### src/rtl/mips_pkg.sv
// Shared MIPS pipeline definitions: MEM-stage state encodings and default widths.
package mips_pkg;

  localparam int unsigned DATA_W_DEF = 32;
  localparam int unsigned REG_IDX_W  = 5;

  typedef enum logic [1:0] {
    ST_IDLE = 2'd0,
    ST_REQ  = 2'd1,
    ST_DONE = 2'd2
  } mem_state_t;

endpackage

### src/rtl/mem_wait_timer.sv
// Wait-cycle counter for an outstanding data-memory request.
// expired is high while the count sits at TIMEOUT-1.
module mem_wait_timer #(
  parameter int unsigned TIMEOUT = 255
) (
  input  logic clk,
  input  logic rst_n,
  input  logic clr,
  input  logic en,
  output logic expired
);

  localparam int unsigned CW = (TIMEOUT < 2) ? 1 : $clog2(TIMEOUT + 1);

  logic [CW-1:0] count;

  assign expired = (count == CW'(TIMEOUT - 1));

  // Count REQ cycles; restart whenever no request is outstanding.
  always_ff @(posedge clk or negedge rst_n) begin
    if (!rst_n) begin
      count <= '0;
    end else if (clr) begin
      count <= '0;
    end else if (en && !expired) begin
      count <= count + 1'b1;
    end
  end

endmodule

### src/rtl/mem_access_unit.sv
// MEM-stage load/store unit: drives a req/ack data-memory bus, stalls the
// upstream pipeline while an access is outstanding, and owns the MEM/WB register.
// Optional macro MEM_ACCESS_ALIGN_CHECK_EN: reject misaligned accesses with an
// align_err pulse instead of issuing them word-aligned.
module mem_access_unit
  import mips_pkg::*;
#(
  parameter int unsigned DATA_W  = DATA_W_DEF,
  parameter int unsigned TIMEOUT = 255
) (
  input  logic                 clk,
  input  logic                 rst_n,
  input  logic                 MEM_RegWrite,
  input  logic                 MEM_MemtoReg,
  input  logic                 MEM_MemWrite,
  input  logic [DATA_W-1:0]    MEM_ALUOut,
  input  logic [DATA_W-1:0]    MEM_wmData,
  input  logic [REG_IDX_W-1:0] MEM_wrAddr,
  output logic                 mem_stall,
  output logic                 dm_req,
  output logic                 dm_we,
  output logic [DATA_W-1:0]    dm_addr,
  output logic [DATA_W-1:0]    dm_wdata,
  input  logic                 dm_ack,
  input  logic [DATA_W-1:0]    dm_rdata,
  output logic                 WB_RegWrite,
  output logic                 WB_MemtoReg,
  output logic [DATA_W-1:0]    WB_ALUOut,
  output logic [DATA_W-1:0]    WB_rdData,
  output logic [REG_IDX_W-1:0] WB_wrAddr,
  output logic                 bus_err,
  output logic                 align_err
);

  mem_state_t state;
  logic       acc;
  logic       align_fault;
  logic       aborted;
  logic       expired;

  assign acc = MEM_MemtoReg | MEM_MemWrite;

`ifdef MEM_ACCESS_ALIGN_CHECK_EN
  assign align_fault = acc & (|MEM_ALUOut[1:0]);
`else
  assign align_fault = 1'b0;
`endif

  // Stall from access acceptance until the cycle the response is taken;
  // DONE releases the pipeline so EX/MEM advances exactly once.
  assign mem_stall = rst_n &
                     (((state == ST_IDLE) & acc & ~align_fault) | (state == ST_REQ));

  mem_wait_timer #(
    .TIMEOUT(TIMEOUT)
  ) u_timer (
    .clk    (clk),
    .rst_n  (rst_n),
    .clr    (state != ST_REQ),
    .en     (state == ST_REQ),
    .expired(expired)
  );

  // Access FSM together with the bus registers and the MEM/WB register.
  always_ff @(posedge clk or negedge rst_n) begin
    if (!rst_n) begin
      state       <= ST_IDLE;
      dm_req      <= 1'b0;
      dm_we       <= 1'b0;
      dm_addr     <= '0;
      dm_wdata    <= '0;
      aborted     <= 1'b0;
      bus_err     <= 1'b0;
      align_err   <= 1'b0;
      WB_RegWrite <= 1'b0;
      WB_MemtoReg <= 1'b0;
      WB_ALUOut   <= '0;
      WB_rdData   <= '0;
      WB_wrAddr   <= '0;
    end else begin
      align_err <= 1'b0;
      case (state)
        ST_IDLE: begin
          if (align_fault) begin
            WB_RegWrite <= 1'b0;
            WB_MemtoReg <= MEM_MemtoReg;
            WB_ALUOut   <= MEM_ALUOut;
            WB_rdData   <= '0;
            WB_wrAddr   <= MEM_wrAddr;
            align_err   <= 1'b1;
          end else if (acc) begin
            WB_RegWrite <= 1'b0;
            dm_req      <= 1'b1;
            dm_we       <= MEM_MemWrite;
            dm_addr     <= {MEM_ALUOut[DATA_W-1:2], 2'b00};
            dm_wdata    <= MEM_wmData;
            aborted     <= 1'b0;
            state       <= ST_REQ;
          end else begin
            WB_RegWrite <= MEM_RegWrite;
            WB_MemtoReg <= MEM_MemtoReg;
            WB_ALUOut   <= MEM_ALUOut;
            WB_rdData   <= '0;
            WB_wrAddr   <= MEM_wrAddr;
          end
        end
        ST_REQ: begin
          WB_RegWrite <= 1'b0;
          // ack has priority over a coincident timeout
          if (dm_ack) begin
            if (!dm_we) WB_rdData <= dm_rdata;
            dm_req <= 1'b0;
            state  <= ST_DONE;
          end else if (expired) begin
            dm_req  <= 1'b0;
            bus_err <= 1'b1;
            aborted <= 1'b1;
            state   <= ST_DONE;
          end
        end
        ST_DONE: begin
          WB_RegWrite <= aborted ? 1'b0 : MEM_RegWrite;
          WB_MemtoReg <= MEM_MemtoReg;
          WB_ALUOut   <= MEM_ALUOut;
          WB_wrAddr   <= MEM_wrAddr;
          if (aborted) WB_rdData <= '0;
          state <= ST_IDLE;
        end
        default: state <= ST_IDLE;
      endcase
    end
  end

endmodule

### config.mk
export PLATFORM = sky130hd
export DESIGN_NAME = mem_access_unit
export DESIGN_NICKNAME = d
export VERILOG_FILES = /design/src/rtl/mips_pkg.sv /design/src/rtl/mem_wait_timer.sv /design/src/rtl/mem_access_unit.sv
export SDC_FILE = /design/constraint.sdc
export NUM_CORES = 1
export LEC_CHECK = 0
export BUFFER_PORTS_ARGS = -buffer_cell sky130_fd_sc_hd__buf_2
export CAP_MARGIN = 10
export CORE_ASPECT_RATIO = 0.75
export CORE_UTILIZATION = 30
export DETAILED_ROUTE_END_ITERATION = 10
export MAX_ROUTING_LAYER = met4
export PLACE_DENSITY = 0.54
export SLEW_MARGIN = 20
export SYNTH_ARGS = -nofsm -noshare
export SYNTH_HDL_FRONTEND = slang
export SYNTH_HIERARCHICAL = 1
export SYNTH_SLANG_ARGS = --single-unit
### constraint.sdc
create_clock -name clk -period 3.4 [get_ports clk]
set_input_delay 0.34 -clock clk [delete_from_list [all_inputs] [get_ports clk]]
set_output_delay 0.34 -clock clk [all_outputs]
set_load 0.02 [all_outputs]
==> results.json, run 1 <==
{
  "status": "completed",
  "root_buffer": "clkbuf_16",
  "num_vias": 4677,
  "leakage_nw": 4.43,
  "place_ws_ns": 1.20,
  "worst_path_most_repeated_cell": "inv_1",
  "drtPass1Iterations": 4,
  "endpoint_kind": "output port",
  "gp_congestion": 0.740,
  "crit_arrival_ns": 2.18,
  "fin_ws_ns": 0.878,
  "synth_compound_area_share_pct": 2.77,
  "syn_inst": 583,
  "rows": 44,
  "max_cap_viol_count": 0,
  "postSynthAreaPerCell_um2": 10.5,
  "cts_buffer_depth": 2,
  "numCtsBuffers": 17,
  "worstHoldStart": "MEM_wmData[1]",
  "rsz0062_at_grt": "false",
  "finalCritPeriodShare_pct": 74.2,
  "combPwrFrac_pct": 43.9,
  "crit_fanout": 36,
  "max_slew.worst_pin.slew_ns": 0.757,
  "grt_overflow": 0,
  "path_buf_inv": 4,
  "slew_headroom_pct": 49.6,
  "slew_viol_final": 0,
  "finalSetupViolCount": 0,
  "die_h_um": 126,
  "tns_ns": 0,
  "synth_simple_gate_area_share_pct": 17.1,
  "r2r_start": "state[1]",
  "ir_worst_vdd_v": 0.000411,
  "synth_top_cell_by_area": "dfrtp_1",
  "htree_levels": 4,
  "synthAdderAreaFrac_pct": 1.63,
  "critical-path-top-delay-family": "buffers and inverters",
  "dr.first_iter.drc_count": 242,
  "start_util_pct": 31.2,
  "crit_chain": "inv_1 -> ha_1 -> buf_4 -> inv_1 -> a21boi_0 -> buf_2",
  "place_area_um2": 7600,
  "intPower_mw": 5.05,
  "dp_cells": 1056,
  "hold_violations": 0,
  "synth_xor_area_share_pct": 0,
  "p_sw_mw": 3.58,
  "clk_pin_slew_ns": 0.07,
  "synth_area_leaders": "dfrtp_1, nand2_1, mux2_2",
  "drive_gt1_share_pct": 39.4,
  "routed_wl_mm": 15.4,
  "wl_per_cell_um": 14.2,
  "synth-async-reset-ratio_pct": 100,
  "area_growth_pct": 33.9,
  "drc": 0,
  "grt_pass1_vias": 4855,
  "finalPower_mw": 8.63,
  "max_stage_delay_ns": 0.41,
  "finalNetCount": 938,
  "grt_usage_pct": 15.8,
  "cts_resized": 0,
  "syn_area_um2": 6150,
  "antenna_found_initial": 0,
  "setup.worst_path.start_class": "flop",
  "io_pins": 247,
  "utilization_pct": 41.8,
  "synth_top_family_by_area": "simple AND/OR/NAND/NOR gates",
  "synthFlopType": "dfrtp_1",
  "worstSetupPathType": "flop to output port",
  "seq_power_share_pct": 33.1,
  "synth.area.mux_share_pct": 13.5,
  "fillCellCount": 1964,
  "fin_area_um2": 8230,
  "instances_no_fill": 1089,
  "critPathSlowestCell": "dfrtp_1",
  "clock_power_share_pct": 23.0,
  "skew_ns": 0.00826,
  "grt_pass1_wl_mm": 25.1,
  "vias_per_cell": 4.29,
  "fmax_mhz": 397,
  "core-area_um2": 19700,
  "worstSetupStartpoint": "state[1]",
  "worstHoldPathType": "primary input to flop",
  "hpwl_mm": 10.3,
  "grt_max_degree": 103,
  "yosysWarningCount": 6,
  "numClockSinks": 147,
  "die_w_um": 167,
  "die_area_um2": 21100,
  "fin_crit_ns": 2.52,
  "hold_slack_ns": 0.107,
  "p_sw_share_pct": 41.5,
  "synth_seq_cells": 147,
  "ys_seq_area_share_pct": 59.8,
  "layout_commonest_cell": "buf_2",
  "powerDensity_nw_per_um2": 1050,
  "io_buffers": 243,
  "synth_top_area_share_pct": 59.8,
  "synth-edff-count": 0,
  "cp.required_ns": 3.06,
  "clock_latency_ns": 0.42,
  "postRouteAntennaNets": 0,
  "final_cell_mix": "buf_2, nand2_1, dfrtp_1",
  "cts_tree": "done",
  "diodes": 0,
  "ys_types": 40
}
[power by group through the flow]
| stage | clock, mW | sequential (mW) | combinational [mW] |
|---|---|---|---|
| 5_1_grt | 2.13 | 2.96 | 4.16 |
| 3_3_place_gp | 0 | 2.87 | 3.82 |
| 4_1_cts | 2.05 | 2.86 | 3.85 |
| 3_5_place_dp | 0 | 2.87 | 3.86 |
| 2_1_floorplan | 0 | 3.76 | 1.71 |
| 6_report | 1.98 | 2.86 | 3.79 |
[synthesized netlist by cell type, types with 3 or more instances]
cell type	number
a21oi_1	6
a31oi_1	3
buf_2	5
buf_4	4
buf_6	5
clkbuf_1	17
dfrtp_1	147
ha_1	8
inv_1	38
mux2_1	4
mux2_2	37
mux2_4	3
mux2i_1	32
nand2_1	225
nand3_1	3
nor2_1	9
nor2b_1	6
[registers in the layout, indices dropped and copies added, names as in the netlist]
signal and flops:
WB_ALUOut 32, WB_RegWrite 1, aborted 1, bus_err 1, state 2, dm_req 1, dm_we 1, dm_wdata 32
WB_wrAddr 5, u_timer/count 8, WB_rdData 32, dm_addr 30, WB_MemtoReg 1
[cells by family after synthesis]
family          after synthesis
buf+inv                      69
simple gates                257
fa+ha+maj                     8
compound gates               25
other cells                   1
mux                          76
flops                       147
[worst min-delay path: stages]
cell,delay [ns]
buf_2,0.08
nand2_1,0.04
nand2_1,0.04
[metal layers]
metal	vias to the layer above	track usage (%)	part of all wire (%)
met3	13	4.75	6.3
met1	2169	21.7	51
met4	0	5.02	1.0
met5	-	-	0
li1	2322	-	-
met2	173	22.1	42
[final cells by class]
cell class                 instances  area (µm²)  area share (%)
multi-input combinational        369        2180            26.5
tap                              253         317            3.85
clock inverter                    15         194            2.36
sequential                       147        3680            44.7
timing repair buffer             250        1290            15.7
inverter                          38         143            1.73
clock buffer                      17         425            5.17
[what timing repair did]
action	CTS	global route
endpoints found under the hold margin	45	0
buffers inserted	0	0
hold buffers	1	0
[path summary, 6_finish.rpt]
check | endpoint | slack (ns) | depth (start not counted)
hold / removal | dm_wdata[1] | 0.11 | 3
max in group asynchronous | dm_wdata[4] | 2.05 | 3
min in group asynchronous | WB_rdData[25] | 0.44 | 2
hold reg to reg | bus_err | 0.47 | 1
setup reg to reg | WB_rdData[22] | 1.23 | 6
setup / recovery | mem_stall | 0.88 | 6
No activity file was read; power rests on OpenSTA's default activity.
==> run 2: changes to the inputs <==
--- a/config.mk
+++ b/config.mk
@@ -5,13 +5,14 @@
 export SDC_FILE = /design/constraint.sdc
 export NUM_CORES = 1
 export LEC_CHECK = 0
+export ABC_AREA = 1
 export BUFFER_PORTS_ARGS = -buffer_cell sky130_fd_sc_hd__buf_2
 export CAP_MARGIN = 10
 export CORE_ASPECT_RATIO = 0.75
 export CORE_UTILIZATION = 30
 export DETAILED_ROUTE_END_ITERATION = 10
 export MAX_ROUTING_LAYER = met4
-export PLACE_DENSITY = 0.54
+export PLACE_DENSITY = 0.56
 export SLEW_MARGIN = 20
 export SYNTH_ARGS = -nofsm -noshare
 export SYNTH_HDL_FRONTEND = slang
==> constraint.sdc (replaced) <==
create_clock -name clk -period 2.1 [get_ports clk]
set_input_delay 0.21 -clock clk [delete_from_list [all_inputs] [get_ports clk]]
set_output_delay 0.21 -clock clk [all_outputs]
set_load 0.02 [all_outputs]
==> run 2 against run 1 <==
Against the previous run:
- area after synthesis is 3.0% higher
- first-iteration DRC count is 41% higher
- critical path depth down 1
- core utilization up 0.98 points
- largest power group unchanged
- sequential power up 69%
- cell area up 6.1%
- via count is 16% higher
- critical endpoint unchanged
- die area rose by 3.0%
- clock power is 49% higher
- clock skew grew 0.0027 ns
==> results.json, run 2 <==
{
  "hold_violations": 0,
  "grt_pass1_vias": 5217,
  "antenna_found_initial": 1,
  "vias_per_cell": 4.15,
  "area_growth_pct": 37.9,
  "postRouteAntennaNets": 0,
  "cts_tree": "done",
  "synth_top_area_share_pct": 58.1,
  "grt_overflow": 0,
  "yosysWarningCount": 6,
  "ys_seq_area_share_pct": 58.1,
  "endpoint_kind": "output port",
  "die_area_um2": 21700,
  "leakage_nw": 5.08,
  "routed_wl_mm": 16.5,
  "worstHoldPathType": "primary input to flop",
  "reg2reg_slack_ns": 0.30,
  "grt_pass1_wl_mm": 26.7,
  "drtPass1Iterations": 4,
  "dr.first_iter.drc_count": 341,
  "slew_viol_final": 0,
  "clock_latency_ns": 0.41,
  "setup.worst_path.start_class": "flop",
  "rows": 45,
  "hpwl_mm": 11.3,
  "start_util_pct": 31.0,
  "status": "completed",
  "wl_per_cell_um": 12.6,
  "syn_area_um2": 6330,
  "fin_crit_ns": 1.91,
  "syn_inst": 738,
  "drive_gt1_share_pct": 30.6,
  "max_slew.worst_pin.slew_ns": 0.591,
  "synthTopCellsByCount": "nand2_1, dfrtp_1, inv_1",
  "synthFlopType": "dfrtp_1",
  "gp_congestion": 0.789,
  "ys_types": 26,
  "synth_top_cell_by_area": "dfrtp_1",
  "yosysMostFrequentCell": "nand2_1",
  "grt_usage_pct": 16.1,
  "hold_slack_ns": 0.0308,
  "finalCritPeriodShare_pct": 91.0,
  "skew_ns": 0.0110,
  "final_cell_mix": "nand2_1, buf_2, dfrtp_1",
  "numCtsBuffers": 17,
  "htree_levels": 4,
  "num_vias": 5410,
  "finalNetCount": 1124,
  "finalSetupViolCount": 0,
  "synth_area_leaders": "dfrtp_1, nand2_1, inv_1",
  "synth_seq_cells": 147,
  "tns_ns": 0,
  "max_cap_viol_count": 0,
  "synth-async-reset-ratio_pct": 100,
  "synth-edff-count": 0,
  "powerDensity_nw_per_um2": 1680,
  "reg_top3": "WB_ALUOut x32, WB_rdData x32, dm_wdata x32",
  "cp.required_ns": 1.89,
  "fmax_mhz": 523,
  "ir_worst_vdd_v": 0.000572,
  "worstSetupPathType": "flop to output port",
  "crit_arrival_ns": 1.70,
  "clk_pin_slew_ns": 0.06,
  "io_pins": 247,
  "grt_max_degree": 102,
  "cts_buffer_depth": 2,
  "core-area_um2": 20400,
  "postSynthAreaPerCell_um2": 8.58,
  "die_w_um": 170,
  "io_buffers": 243,
  "layout_commonest_cell": "nand2_1",
  "cts_setup_buffers": 0,
  "crit_fanout": 8,
  "numClockSinks": 147,
  "rsz0062_at_grt": "false",
  "root_buffer": "clkbuf_16",
  "drc": 0,
  "slew_headroom_pct": 60.6,
  "die_h_um": 128
}
-- run 2: kinds of logic (layout without fill, tap and decap cells) --
kind of cell | Yosys count | after routing | share of synthesized area [%]
simple gates | 375 | 375 | 23.6
other cells | 1 | 4 | 0.0592
flops | 147 | 147 | 58.1
buf+inv | 126 | 408 | 9.28
xor+xnor | 3 | 3 | 0.415
compound gates | 78 | 78 | 6.95
fa+ha+maj | 8 | 8 | 1.58
-- run 2: final cells by class --
class / count / area [µm²]
Timing Repair Buffer: 288 / 1680
Inverter: 88 / 335
Clock buffer: 19 / 453
Tap cell: 282 / 353
Antenna cell: 1 / 2.50
Fill cell: 2093 / 11700
Clock inverter: 13 / 125
Multi-Input combinational cell: 467 / 2110
Sequential cell: 147 / 3680
-- run 2: timing repair --
action                                 in CTS  in global routing
cloned                                      0                  0
hold buffers                               33                  0
setup endpoints to repair                   1                  1
endpoints found under the hold margin      78                  0
resized for setup                           1                  4
-- run 2: stage by stage --
step | area (µm²) | setup WS [ns] | instances | total power, mW | utilization, %
2_1_floorplan | 6340 | 0.305 | 740 | 9.51 | -
3_3_place_gp | 7810 | 0.321 | 1239 | 11.7 | 38.2
3_5_place_dp | 7810 | 0.240 | 1239 | 11.8 | 38.2
4_1_cts | 8720 | 0.0498 | 1304 | 14.9 | 42.7
5_1_grt | 8740 | 0.0473 | 1305 | 15.8 | 42.7
6_report | 8740 | 0.189 | 1305 | 14.7 | 42.7
-- run 2: path summary, 6_finish.rpt --
| path | from | to | cells past startpoint |
|---|---|---|---|
| max | state[0] | mem_stall | 5 |
| min | MEM_wrAddr[0] | WB_wrAddr[0] | 3 |
| max reg2reg | state[0] | WB_ALUOut[11] | 5 |
| min reg2reg | WB_rdData[5] | WB_rdData[5] | 2 |
| max in group asynchronous | rst_n | WB_rdData[2] | 3 |
| min in group asynchronous | rst_n | dm_wdata[22] | 2 |
-- run 2: worst max-delay path: stages (launching register included) --
cell,delay (ns)
dfrtp_1,0.43
inv_1,0.17
ha_4,0.20
o21ai_4,0.11
a21boi_0,0.19
buf_4,0.19
-- run 2: routing by layer --
layer | track usage, % | part of all wire [%] | up-vias
li1 | - | - | 2792
met1 | 20.9 | 47 | 2478
met2 | 25.3 | 47 | 128
met3 | 3.83 | 4.7 | 12
met4 | 4.40 | 1.4 | 0
met5 | - | 0 | -
-- run 2: power breakdown --
group | internal, mW | switching, mW | total (mW)
registers | 4.16 | 0.677 | 4.84
clock network | 1.71 | 1.24 | 2.95
logic | 2.20 | 4.68 | 6.88
==> run 3: changes to the inputs <==
--- a/config.mk
+++ b/config.mk
@@ -9,10 +9,13 @@
 export BUFFER_PORTS_ARGS = -buffer_cell sky130_fd_sc_hd__buf_2
 export CAP_MARGIN = 10
 export CORE_ASPECT_RATIO = 0.75
+export CORE_MARGIN = 5
 export CORE_UTILIZATION = 30
+export CTS_CLUSTER_SIZE = 25
 export DETAILED_ROUTE_END_ITERATION = 10
 export MAX_ROUTING_LAYER = met4
 export PLACE_DENSITY = 0.56
+export REMOVE_ABC_BUFFERS = 1
 export SLEW_MARGIN = 20
 export SYNTH_ARGS = -nofsm -noshare
 export SYNTH_HDL_FRONTEND = slang
==> run 3 against run 2 <==
Against the previous run:
- maximum frequency fell by 1.9%
- critical path type unchanged
- clock power is 2% lower
- first-iteration DRC count is 2.9% higher
- cell area fell by 0.19%
- highest routed layer unchanged
- routed wire length grew 7.7%
- total power increased by 0.12%
==> results.json, run 3 (synthesis results as in run 2) <==
{
  "start_util_pct": 30.2,
  "max_slew.worst_pin.slew_ns": 0.505,
  "grt_overflow": 0,
  "crit_arrival_ns": 1.74,
  "max_cap_viol_count": 0,
  "worstHoldPathType": "primary input to flop",
  "worstSetupStartpoint": "state[0]",
  "leakage_nw": 5.07,
  "critPathSlowestCell": "dfrtp_1",
  "fin_area_um2": 8720,
  "path_depth": 5,
  "cts_buffer_depth": 2,
  "powerDensity_nw_per_um2": 1680,
  "num_vias": 5540,
  "dr.first_iter.drc_count": 351,
  "tns_ns": 0,
  "fin_ws_ns": 0.152,
  "drtPass1Iterations": 5,
  "root_buffer": "clkbuf_16",
  "max_stage_delay_ns": 0.43,
  "drc": 0,
  "rows": 46,
  "vias_per_cell": 4.24,
  "endpoint_kind": "output port",
  "critical-path-top-delay-family": "flip-flops",
  "postRouteAntennaNets": 0,
  "slew_headroom_pct": 66.3,
  "clock_latency_ns": 0.42,
  "layout_commonest_cell": "nand2_1",
  "hold_violations": 0,
  "drive_gt1_share_pct": 30.2,
  "antenna_found_initial": 1,
  "grt_pass1_vias": 5364,
  "cts_setup_buffers": 0,
  "status": "completed",
  "rsz0062_at_grt": "false",
  "final_cell_mix": "nand2_1, buf_2, dfrtp_1",
  "reg2reg_slack_ns": 0.39,
  "path_buf_inv": 2,
  "die_area_um2": 24200,
  "fillCellCount": 2164,
  "crit_chain": "inv_1 -> ha_2 -> o21ai_4 -> a21boi_0 -> buf_2",
  "reg2regPathDepth": 6,
  "crit_path_end": "mem_stall",
  "crit_fanout": 8,
  "io_buffers": 243,
  "skew_ns": 0.0140,
  "cts_tree": "done",
  "slew_viol_final": 0,
  "finalNetCount": 1121,
  "core-area_um2": 21000,
  "numClockSinks": 147,
  "cp.required_ns": 1.89,
  "fin_crit_ns": 1.95,
  "r2r-end": "WB_rdData[30]",
  "grt_max_degree": 77,
  "place_ws_ns": 0.321,
  "hpwl_mm": 12.3,
  "clk_pin_slew_ns": 0.07,
  "routed_wl_mm": 17.8,
  "place_area_um2": 7840,
  "htree_levels": 4,
  "io_pins": 247,
  "fmax_mhz": 513,
  "numCtsBuffers": 17,
  "die_h_um": 136,
  "worstSetupPathType": "flop to output port",
  "setup.worst_path.start_class": "flop",
  "reg_top3": "WB_ALUOut x32, WB_rdData x32, dm_wdata x32",
  "gp_congestion": 0.806,
  "grt_pass1_wl_mm": 28.4,
  "hold_slack_ns": 0.0262,
  "r2r_start": "state[0]",
  "wl_per_cell_um": 13.6,
  "grt_usage_pct": 15.3,
  "finalSetupViolCount": 0,
  "utilization_pct": 41.6,
  "area_growth_pct": 37.6,
  "die_w_um": 178,
  "ir_worst_vdd_v": 0.000773,
  "finalCritPeriodShare_pct": 92.8,
  "worstHoldStart": "MEM_wrAddr[3]"
}
[run 3: cell types whose count changed in the layout (fill, tap and decap cells not counted), moves of 2 or more]
cell,previous run,this run
buf_4,10,4
buf_12,3,6
clkinv_4,6,3
clkbuf_8,2,0
clkinvlp_4,2,4
[run 3: repair_timing]
item,4_1_cts,5_1_grt
hold endpoints to repair,65,0
hold buffers,32,0
setup endpoints to repair,0,1
gates resized for setup,0,1
[run 3: cell type report]
cell class	count	area, µm²	area share, %
diodes	1	2.50	0.0287
clock buffers	18	429	4.92
clock inverters	14	128	1.46
inverters	88	335	3.85
multi-input cells	467	2090	24.0
flip-flops and latches	147	3680	42.2
well taps	288	360	4.13
repair buffers	285	1690	19.4
[run 3: worst min-delay path: cells and delay by family]
family | cells | cell delay (ns)
buffers and inverters | 2 | 0.13
AO/OA/AOI/OAI | 1 | 0.06
[run 3: metal layers]
metal  vias to the layer above  share of wire, %  GRT usage, %
li1                       2784                 -             -
met1                      2536                48          21.0
met2                       210                42          21.7
met3                        10               8.7          5.23
met4                         0              0.83          3.95
met5                         -                 0             -
[run 3: stage by stage]
stage	total power, mW	cells
floorplan	9.13	702
global placement	11.8	1243
detailed placement	11.9	1243
CTS	14.9	1307
global route	15.8	1308
finish	14.7	1308
[run 3: where the power goes]
part | internal (mW) | switching (mW)
Sequential | 4.16 | 0.716
Combinational | 2.20 | 4.70
Clock | 1.64 | 1.26
[run 3: worst min-delay path by stage]
stage / endpoint / slack [ns] / depth (start not counted)
4_1_cts: WB_wrAddr[2] / 0.003 / 3
6_report: WB_wrAddr[3] / 0.03 / 3
5_1_grt: WB_wrAddr[1] / 0.007 / 3
3_3_place_gp: WB_rdData[26] / 0.09 / 1
2_1_floorplan: WB_ALUOut[0] / -0.09 / 0
3_5_place_dp: WB_rdData[26] / 0.09 / 1
